--- src/rtl/io_oc_multi.sv ---
// Multi-channel I/O operation-control registers: per-channel OC register, one-deep
// pending command, word-time timeout and T0-aligned release toward the device controllers.

module io_oc_chan #(
   parameter int OCW = 4,
   parameter int TMO = 108
) (
   input  logic           CLOCK,
   input  logic           rst,
   input  logic           word_tick,
   input  logic           clr,
   input  logic           done,
   input  logic           stop,
   input  logic           cmd_ld,
   input  logic [OCW-1:0] cmd_op,
   output logic [OCW-1:0] oc,
   output logic           ready,
   output logic           pend_full,
   output logic           timeout
);
   localparam int CW = (TMO > 0) ? $clog2(TMO + 1) : 1;

   typedef enum logic [1:0] {IDLE, ACTIVE, DRAIN} state_t;

   state_t         state, state_nxt;
   logic [OCW-1:0] oc_nxt, pend_op, pend_op_nxt, next_op;
   logic           pend_vld, pend_vld_nxt, tmo_nxt;
   logic [CW-1:0]  cnt, cnt_nxt;
   logic           new_cmd, have_next, tmo_hit, rel;

   assign new_cmd   = cmd_ld & (cmd_op != '0);
   // On release a queued op wins; otherwise a command arriving that cycle loads straight in.
   assign have_next = pend_vld | new_cmd;
   assign next_op   = pend_vld ? pend_op : cmd_op;
   assign tmo_hit   = (TMO > 0) && word_tick && (cnt == CW'(TMO - 1));

   always_comb begin
      state_nxt    = state;
      oc_nxt       = oc;
      pend_vld_nxt = pend_vld;
      pend_op_nxt  = pend_op;
      cnt_nxt      = cnt;
      tmo_nxt      = 1'b0;
      rel          = 1'b0;
      if (clr) begin
         state_nxt    = IDLE;
         oc_nxt       = '0;
         pend_vld_nxt = 1'b0;
         cnt_nxt      = '0;
      end else begin
         case (state)
            IDLE: if (new_cmd) begin
               state_nxt = ACTIVE;
               oc_nxt    = cmd_op;
               cnt_nxt   = '0;
            end
            ACTIVE: begin
               if (tmo_hit) begin
                  tmo_nxt = 1'b1;
                  rel     = 1'b1;
               end else if (done | stop) begin
                  state_nxt = DRAIN;
               end else if (word_tick && cnt != CW'(TMO)) begin
                  cnt_nxt = cnt + 1'b1;
               end
            end
            DRAIN:   if (word_tick) rel = 1'b1;
            default: state_nxt = IDLE;
         endcase
         if (rel) begin
            cnt_nxt      = '0;
            pend_vld_nxt = 1'b0;
            if (have_next) begin
               state_nxt = ACTIVE;
               oc_nxt    = next_op;
            end else begin
               state_nxt = IDLE;
               oc_nxt    = '0;
            end
         end else if (state != IDLE && new_cmd && !pend_vld) begin
            pend_vld_nxt = 1'b1;
            pend_op_nxt  = cmd_op;
         end
      end
   end

   always_ff @(posedge CLOCK or negedge rst) begin
      if (!rst) begin
         state    <= IDLE;
         oc       <= '0;
         pend_vld <= 1'b0;
         pend_op  <= '0;
         cnt      <= '0;
         timeout  <= 1'b0;
      end else begin
         state    <= state_nxt;
         oc       <= oc_nxt;
         pend_vld <= pend_vld_nxt;
         pend_op  <= pend_op_nxt;
         cnt      <= cnt_nxt;
         timeout  <= tmo_nxt;
      end
   end

   assign ready     = (state == IDLE) & ~pend_vld;
   assign pend_full = pend_vld;
endmodule

module io_oc_multi #(
   parameter  int NCH = 2,
   parameter  int OCW = 4,
   parameter  int TMO = 108,
   localparam int CHW = (NCH > 1) ? $clog2(NCH) : 1
) (
   input  logic               CLOCK,
   input  logic               rst,
   input  logic               word_tick,
   input  logic               cmd_valid,
   input  logic [CHW-1:0]     cmd_ch,
   input  logic [OCW-1:0]     cmd_op,
   output logic               cmd_ready,
   output logic               cmd_err,
   input  logic [NCH-1:0]     clr,
   input  logic [NCH-1:0]     done,
   input  logic [NCH-1:0]     stop,
   output logic [NCH*OCW-1:0] oc,
   output logic [NCH-1:0]     ready,
   output logic               all_ready,
   output logic [NCH-1:0]     timeout,
   output logic [NCH-1:0]     fast_in,
   output logic [NCH-1:0]     fast_out,
   output logic [NCH-1:0]     slow_in,
   output logic [NCH-1:0]     slow_out
);
   localparam int NPAD = 1 << CHW;

   logic [NCH-1:0][OCW-1:0] oc_ch;
   logic [NCH-1:0]          pend_full;
   logic [NPAD-1:0]         blk_pad;
   logic                    acc, in_range;

   // Padded so an out-of-range select reads "not blocked" and the command is swallowed.
   always_comb begin
      blk_pad          = '0;
      blk_pad[NCH-1:0] = pend_full | clr;
   end

   assign cmd_ready = ~blk_pad[cmd_ch];
   assign in_range  = 32'(cmd_ch) < 32'(NCH);
   assign acc       = cmd_valid & cmd_ready;

   always_ff @(posedge CLOCK or negedge rst) begin
      if (!rst) cmd_err <= 1'b0;
      else      cmd_err <= acc & ~in_range;
   end

   for (genvar i = 0; i < NCH; i++) begin : g_ch
      logic slow, inb, nz;

      io_oc_chan #(.OCW(OCW), .TMO(TMO)) u_ch (
         .CLOCK     (CLOCK),
         .rst       (rst),
         .word_tick (word_tick),
         .clr       (clr[i]),
         .done      (done[i]),
         .stop      (stop[i]),
         .cmd_ld    (acc & in_range & (cmd_ch == CHW'(i))),
         .cmd_op    (cmd_op),
         .oc        (oc_ch[i]),
         .ready     (ready[i]),
         .pend_full (pend_full[i]),
         .timeout   (timeout[i])
      );

      assign nz          = |oc_ch[i];
      assign slow        = oc_ch[i][OCW-1];
      assign inb         = oc_ch[i][OCW-2];
      assign fast_in[i]  = nz &  inb & ~slow;
      assign fast_out[i] = nz & ~inb & ~slow;
      assign slow_in[i]  = nz &  inb &  slow;
      assign slow_out[i] = nz & ~inb &  slow;
   end

   assign oc        = oc_ch;
   assign all_ready = &ready;
endmodule

--- config.mk ---
export PLATFORM = sky130hd
export DESIGN_NAME = io_oc_multi
export DESIGN_NICKNAME = d
export VERILOG_FILES = /design/src/rtl/io_oc_multi.sv
export SDC_FILE = /design/constraint.sdc
export NUM_CORES = 1
export LEC_CHECK = 0
export ABC_AREA = 1
export BUFFER_PORTS_ARGS = -buffer_cell sky130_fd_sc_hd__buf_2
export CORE_AREA = 2 2 90 92
export CTS_CLUSTER_DIAMETER = 60
export DETAILED_ROUTE_END_ITERATION = 8
export DIE_AREA = 0 0 92 94
export PLACE_DENSITY = 0.56
export SLEW_MARGIN = 20
export SYNTH_ARGS = -nofsm -noshare
export SYNTH_HDL_FRONTEND = slang
export SYNTH_SLANG_ARGS = --single-unit
--- constraint.sdc ---
create_clock -name CLOCK -period 1.75 [get_ports CLOCK]
set_input_delay 0.2625 -clock CLOCK [delete_from_list [all_inputs] [get_ports CLOCK]]
set_output_delay 0.2625 -clock CLOCK [all_outputs]
set_load 0.01 [all_outputs]
==> flow_summary.yaml, run 1 <==
outcome:
  status: "complete, no violations"
placement:
  post_dp_cell_area_um2: 3038
  io_buffer_count: 36
  place_ws_ps: -80.77
  placedCellCount: 514
  hpwlAfterDp_mm: 4.679
  gp_congestion: 0.7850
clocking:
  clk_latency_ps: 300
  numCtsBuffers: 5
  cts_root_buf: "clkbuf_8"
  tritoncts: "built"
  cts.path.max_buffers: 2
  path_clk_slew_ps: 80
  cts_sinks: 38
  h-tree-depth: 2
cells_and_area:
  stdcell_area_um2: 3304
  drive_gt1_share_pct: 25.82
  diodes: 0
  finalNetCount: 451
  fillers: 766
  area_delta_synth_final_pct: 26.61
  finalNonFillerCells: 528
synth:
  async_flop_share_pct: 100.0
  synth.avg_cell_area_um2: 7.190
  synth-edff-count: 0
  synth_top_area_share_pct: 36.43
  ys.flop_type: "dfrtp_1"
  ys_seq_elements: 38
  yosysWarnings: 0
  synth.most_common_cell: "nand2_1"
  yosysSeqAreaShare_pct: 36.43
  syn_area_um2: 2610
  ys_top_cells_by_area: "dfrtp_1, nand2_1, nand3_1"
  synth_commonest_cells: "nand2_1, nand3_1, inv_1"
  synth_top_cell_by_area: "dfrtp_1"
  ys_types: 32
  synth_cells: 363
  syn-num-nets: 389
routing:
  wl_mm: 6.253
  post_drt_wl_per_cell_um: 11.84
  wl_met2_mm: 2.834
  dr_wl_met3_um: 233
  route.detailed.drc: 0
  vias: 2419
  wl_met1_mm: 3.075
  dr.pass1.iters: 4
  viasPerCell: 4.581
  drt_iter0_drc: 61
  ant_nets: 0
  maxUsedRoutingLayer: "met4"
die:
  ioPinCount: 38
  floorplan.initialDensity_pct: 34.31
  fp.coreArea_um2: 7607
  die_area_um2: 8648
  die_w_um: 92
  die_h_um: 94
  rows: 32
setup_path:
  cp_max_fo: 4
  cp-start-kind: "flip-flop"
  crit_chain: "inv_2 -> ha_4 -> inv_2 -> nor4_4 -> buf_2"
  required_ps: 1490
  slowest_delay_ps: 410
  cp.arrival_ps: 1440
  cpMostUsedCell: "inv_2"
  cp-end-kind: "output pin"
  criticalPathCategory: "reg2out"
  slowest_stage: "dfrtp_1"
  reg2regPathDepth: 12
grt:
  grt_overflow: 0
  grt_pass1_wl_mm: 10.93
  antenna_found_initial: 0
  grt_use_total_pct: 15.61
  grt_max_degree: 39
  grt_pass1_vias: 2410
hold_path:
  hp-class: "in2reg"
  hold_depth: 2
sta:
  fin_crit_sh_pct: 97.27
  hold_violations: 0
  rsz0062_at_grt: "true"
  fin_tns_setup_ps: 0
  skew_ps: 3.746
  fin_crit_ps: 1702
  finalSetupViolCount: 0
  timing.final.ws_setup_ps: 47.80
  slew_violations: 0
  max_freq_ghz: 0.5875
power_and_ir_drop:
  power_density_nw_per_um2: 1094
  p_leak_nw: 1.687
  ir_drop_mv: 0.5703
flow_run:
  max_cap_violations: 0
kinds of logic (layout without fill, tap and decap cells):
family	Yosys count	in the layout	share of synthesized area [%]
AO/OA/AOI/OAI	20	20	4.315
XOR/XNOR	8	8	2.684
adder cells (fa/ha/maj)	11	11	5.273
buffers and inverters	54	117	9.492
flip-flops	38	38	36.43
other	1	1	0.1437
AND/OR/NAND/NOR	231	231	41.66
per-stage QoR:
step	hold WS (ps)	power, mW	util (%)
after floorplan	-33.09	2.167	-
after global placement	249.7	2.653	39.93
after detailed placement	251.0	2.677	39.93
after CTS	185.4	3.391	41.61
after global routing	191.0	3.894	43.44
final	197.9	3.614	43.44
worst paths after layout:
check                                                     from                                   to  slack [ps]
hold reg to reg            g_ch[1].u_ch.pend_op[3]$_DFFE_PN0P_  g_ch[1].u_ch.pend_op[3]$_DFFE_PN0P_         490
setup reg to reg             g_ch[1].u_ch.state[0]$_DFFE_PN0P_      g_ch[1].u_ch.cnt[0]$_DFFE_PN0P_          90
setup / recovery             g_ch[0].u_ch.state[1]$_DFFE_PN0P_                            all_ready          50
max in group asynchronous                                  rst      g_ch[0].u_ch.cnt[1]$_DFFE_PN0P_        1100
hold / removal                                          clr[0]       g_ch[0].u_ch.timeout$_DFF_PN0_         200
min in group asynchronous                                  rst      g_ch[1].u_ch.cnt[4]$_DFFE_PN0P_         450
layout make-up:
cell class | count | area [µm²] | share of cell area (%)
inverters | 44 | 172.7 | 5.225
well taps | 102 | 127.6 | 3.862
multi-input cells | 271 | 1529 | 46.27
repair buffers | 65 | 432.9 | 13.10
clock inverters | 1 | 5.005 | 0.1515
clock buffers | 7 | 86.33 | 2.613
flip-flops and latches | 38 | 950.9 | 28.78
registers in the layout, summed over array words and instances (netlist names):
signal,flops
g_ch.u_ch.pend_op,8
g_ch.u_ch.pend_full,2
g_ch.u_ch.cnt,14
g_ch.u_ch.timeout,2
g_ch.u_ch.state,4
g_ch.u_ch.oc,8
power breakdown:
group          internal, mW  leakage [nW]  switching, mW
sequential             1.06         0.503          0.139
clock                 0.318        0.0482          0.330
combinational         0.741          1.14           1.02
per-layer routing:
layer | global-route usage, % | up-vias
met5 | 0 | -
met2 | 25.61 | 46
met3 | 3.050 | 9
met1 | 20.69 | 1091
li1 | - | 1273
met4 | 5.224 | 0
what timing repair did:
action | in CTS | in global routing
setup buffers | 1 | 4
endpoints found under the hold margin | 38 | 0
hold buffers | 1 | 0
pin swaps | 1 | 7
setup endpoints to repair | 8 | 27
resized for setup | 9 | 26
critical path: cells and delay by family, from the launching register on:
family | cells | cell delay (ps)
fa+ha+maj | 1 | 160
simple gates | 1 | 220
flops | 1 | 410
buf+inv | 3 | 340
cell usage in the layout (no fill, tap or decap), types with 2 or more instances in the layout:
master    Yosys  layout
nand2_1     119     115
nand3_1      41      41
dfrtp_1      38      38
buf_2         2      36
inv_1        40      33
nor2_1       30      29
buf_4         5      24
nand4_1      12      12
inv_2         3      10
o21ai_0      12       9
nor3_1       10       8
nand2_2       3       6
ha_1         11       6
clkbuf_8      0       6
nor2_2        3       4
nand2_8       3       4
o21a_1        4       4
xor2_1        4       4
xnor2_1       4       4
ha_4          0       4
nand2_4       3       3
o21ai_1       0       3
a21oi_1       3       3
nand3_4       1       2
nand3b_1      2       2
buf_12        0       2
buf_6         1       2
Power figures use the tool's default switching activity.
==> run 2, diff against run 1 <==
- REMOVE_ABC_BUFFERS: not set -> 1
==> flow_summary.yaml, run 2 (same netlist as run 1, synthesis figures left out) <==
cells_and_area:
  largest_register: "g_ch.u_ch.cnt"
  area_delta_synth_final_pct: 25.26
  drive_gt1_share_pct: 25.00
  largest_reg_flops: 14
  final_cell_mix: "nand2_1, nand3_1, dfrtp_1"
  utilization_pct: 42.98
  diodes: 0
  finalNetCount: 451
  stdcell_area_um2: 3269
  reg_top3: "g_ch.u_ch.cnt (14), g_ch.u_ch.oc (8), g_ch.u_ch.pend_op (8)"
  finalNonFillerCells: 526
  final_common_cell: "nand2_1"
outcome:
  status: "complete, no violations"
die:
  fp.coreArea_um2: 7607
  die_w_um: 92
  floorplan.initialDensity_pct: 34.31
  ioPinCount: 38
  die_area_um2: 8648
  rows: 32
  die_h_um: 94
placement:
  place_ws_ps: -163.9
  placedCellCount: 513
  io_buffer_count: 36
  gp_congestion: 0.8121
  post_dp_cell_area_um2: 3018
  hpwlAfterDp_mm: 4.726
grt:
  grt_pass1_vias: 2405
  grt_use_total_pct: 15.60
  antenna_found_initial: 0
  grt_pass1_wl_mm: 10.81
  grt_overflow: 0
  grt_max_degree: 39
routing:
  route.detailed.drc: 0
  dr.pass1.iters: 4
  post_drt_wl_per_cell_um: 11.96
  ant_nets: 0
  drt_iter0_drc: 54
  vias: 2462
  wl_mm: 6.292
  viasPerCell: 4.681
clocking:
  clk_latency_ps: 290
  tritoncts: "built"
  cts_root_buf: "clkbuf_8"
  h-tree-depth: 2
  path_clk_slew_ps: 70
  cts.path.max_buffers: 2
  cts_sinks: 38
  numCtsBuffers: 5
sta:
  hold_violations: 0
  max_freq_ghz: 0.5824
  rsz0062_at_grt: "true"
  fin_crit_ps: 1717
  slew_violations: 0
  fin_tns_setup_ps: 0
  holdWs_ps: 218.2
  timing.final.ws_setup_ps: 33.05
  finalSetupViolCount: 0
  fin_crit_sh_pct: 98.11
  skew_ps: 3.189
setup_path:
  slowest_delay_ps: 470
  crit_chain: "inv_4 -> ha_4 -> inv_2 -> buf_6 -> nor4_4 -> buf_2"
  cp-end-kind: "output pin"
  critPathBufInv: 4
  cp_max_fo: 3
  crit_family: "flip-flops"
  criticalPathCategory: "reg2out"
  slowest_stage: "dfrtp_2"
  required_ps: 1490
  cp.arrival_ps: 1450
  cp-start-kind: "flip-flop"
power_and_ir_drop:
  pwr-share-seq_pct: 34.4
  ir_drop_mv: 0.3598
  finalPower_mw: 3.540
  power_density_nw_per_um2: 1083
  p_int_mw: 2.095
  p_leak_nw: 1.686
  comb_power_share_pct: 48.2
  p_clk_share_pct: 17.4
  p_sw_mw: 1.445
  netSwitchingFraction_pct: 40.83
hold_path:
  hp-class: "in2reg"
flow_run:
  max_cap_violations: 0
run 2: what timing repair did:
action,in CTS,in global routing
hold endpoints to repair,38,0
buffers inserted,1,5
hold buffers,1,0
resized for setup,9,22
setup endpoints to repair,9,32
pin swaps,0,3
run 2: worst reg2reg max path, cell delays in order (launching register included):
cell	delay, ps
dfrtp_2	450
inv_4	70
buf_4	130
ha_2	200
nand2_4	80
nand2_8	70
nand2_8	80
nand4_1	260
nand2_1	130
o21ai_0	80
run 2: layer usage:
metal | global-route usage [%] | share of wire (%) | vias up
li1 | - | - | 1269
met1 | 19.91 | 48 | 1131
met2 | 26.41 | 47 | 54
met3 | 3.612 | 3.8 | 8
met4 | 4.602 | 1.1 | 0
met5 | 0 | 0 | -
run 2: worst paths after layout:
kind                       depth (start not counted)  slack, ps                                start                                   to
min reg2reg                                        1        500  g_ch[0].u_ch.pend_op[1]$_DFFE_PN0P_  g_ch[0].u_ch.pend_op[1]$_DFFE_PN0P_
min                                                2        220                               clr[0]       g_ch[0].u_ch.timeout$_DFF_PN0_
min in group asynchronous                          3        480                                  rst      g_ch[1].u_ch.cnt[5]$_DFFE_PN0P_
max reg2reg                                        9         70    g_ch[1].u_ch.state[0]$_DFFE_PN0P_  g_ch[1].u_ch.pend_op[1]$_DFFE_PN0P_
max in group asynchronous                          3       1070                                  rst    g_ch[1].u_ch.state[0]$_DFFE_PN0P_
max                                                6         30    g_ch[1].u_ch.state[0]$_DFFE_PN0P_                            all_ready
run 2: power groups by stage:
| stage | clock network (mW) | logic [mW] | registers (mW) |
|---|---|---|---|
| final | 0.615 | 1.71 | 1.22 |
| after detailed placement | 0 | 1.42 | 1.22 |
| after global routing | 0.683 | 1.91 | 1.24 |
| after global placement | 0 | 1.41 | 1.22 |
| after floorplan | 0 | 0.905 | 1.21 |
| after CTS | 0.653 | 1.50 | 1.21 |
run 2: final cells by class:
class	count	area, µm²
clock buffers	6	82.58
multi-input cells	271	1514
inverters	44	172.7
fillers	776	4338
repair buffers	65	420.4
flip-flops and latches	38	952.2
well taps	102	127.6
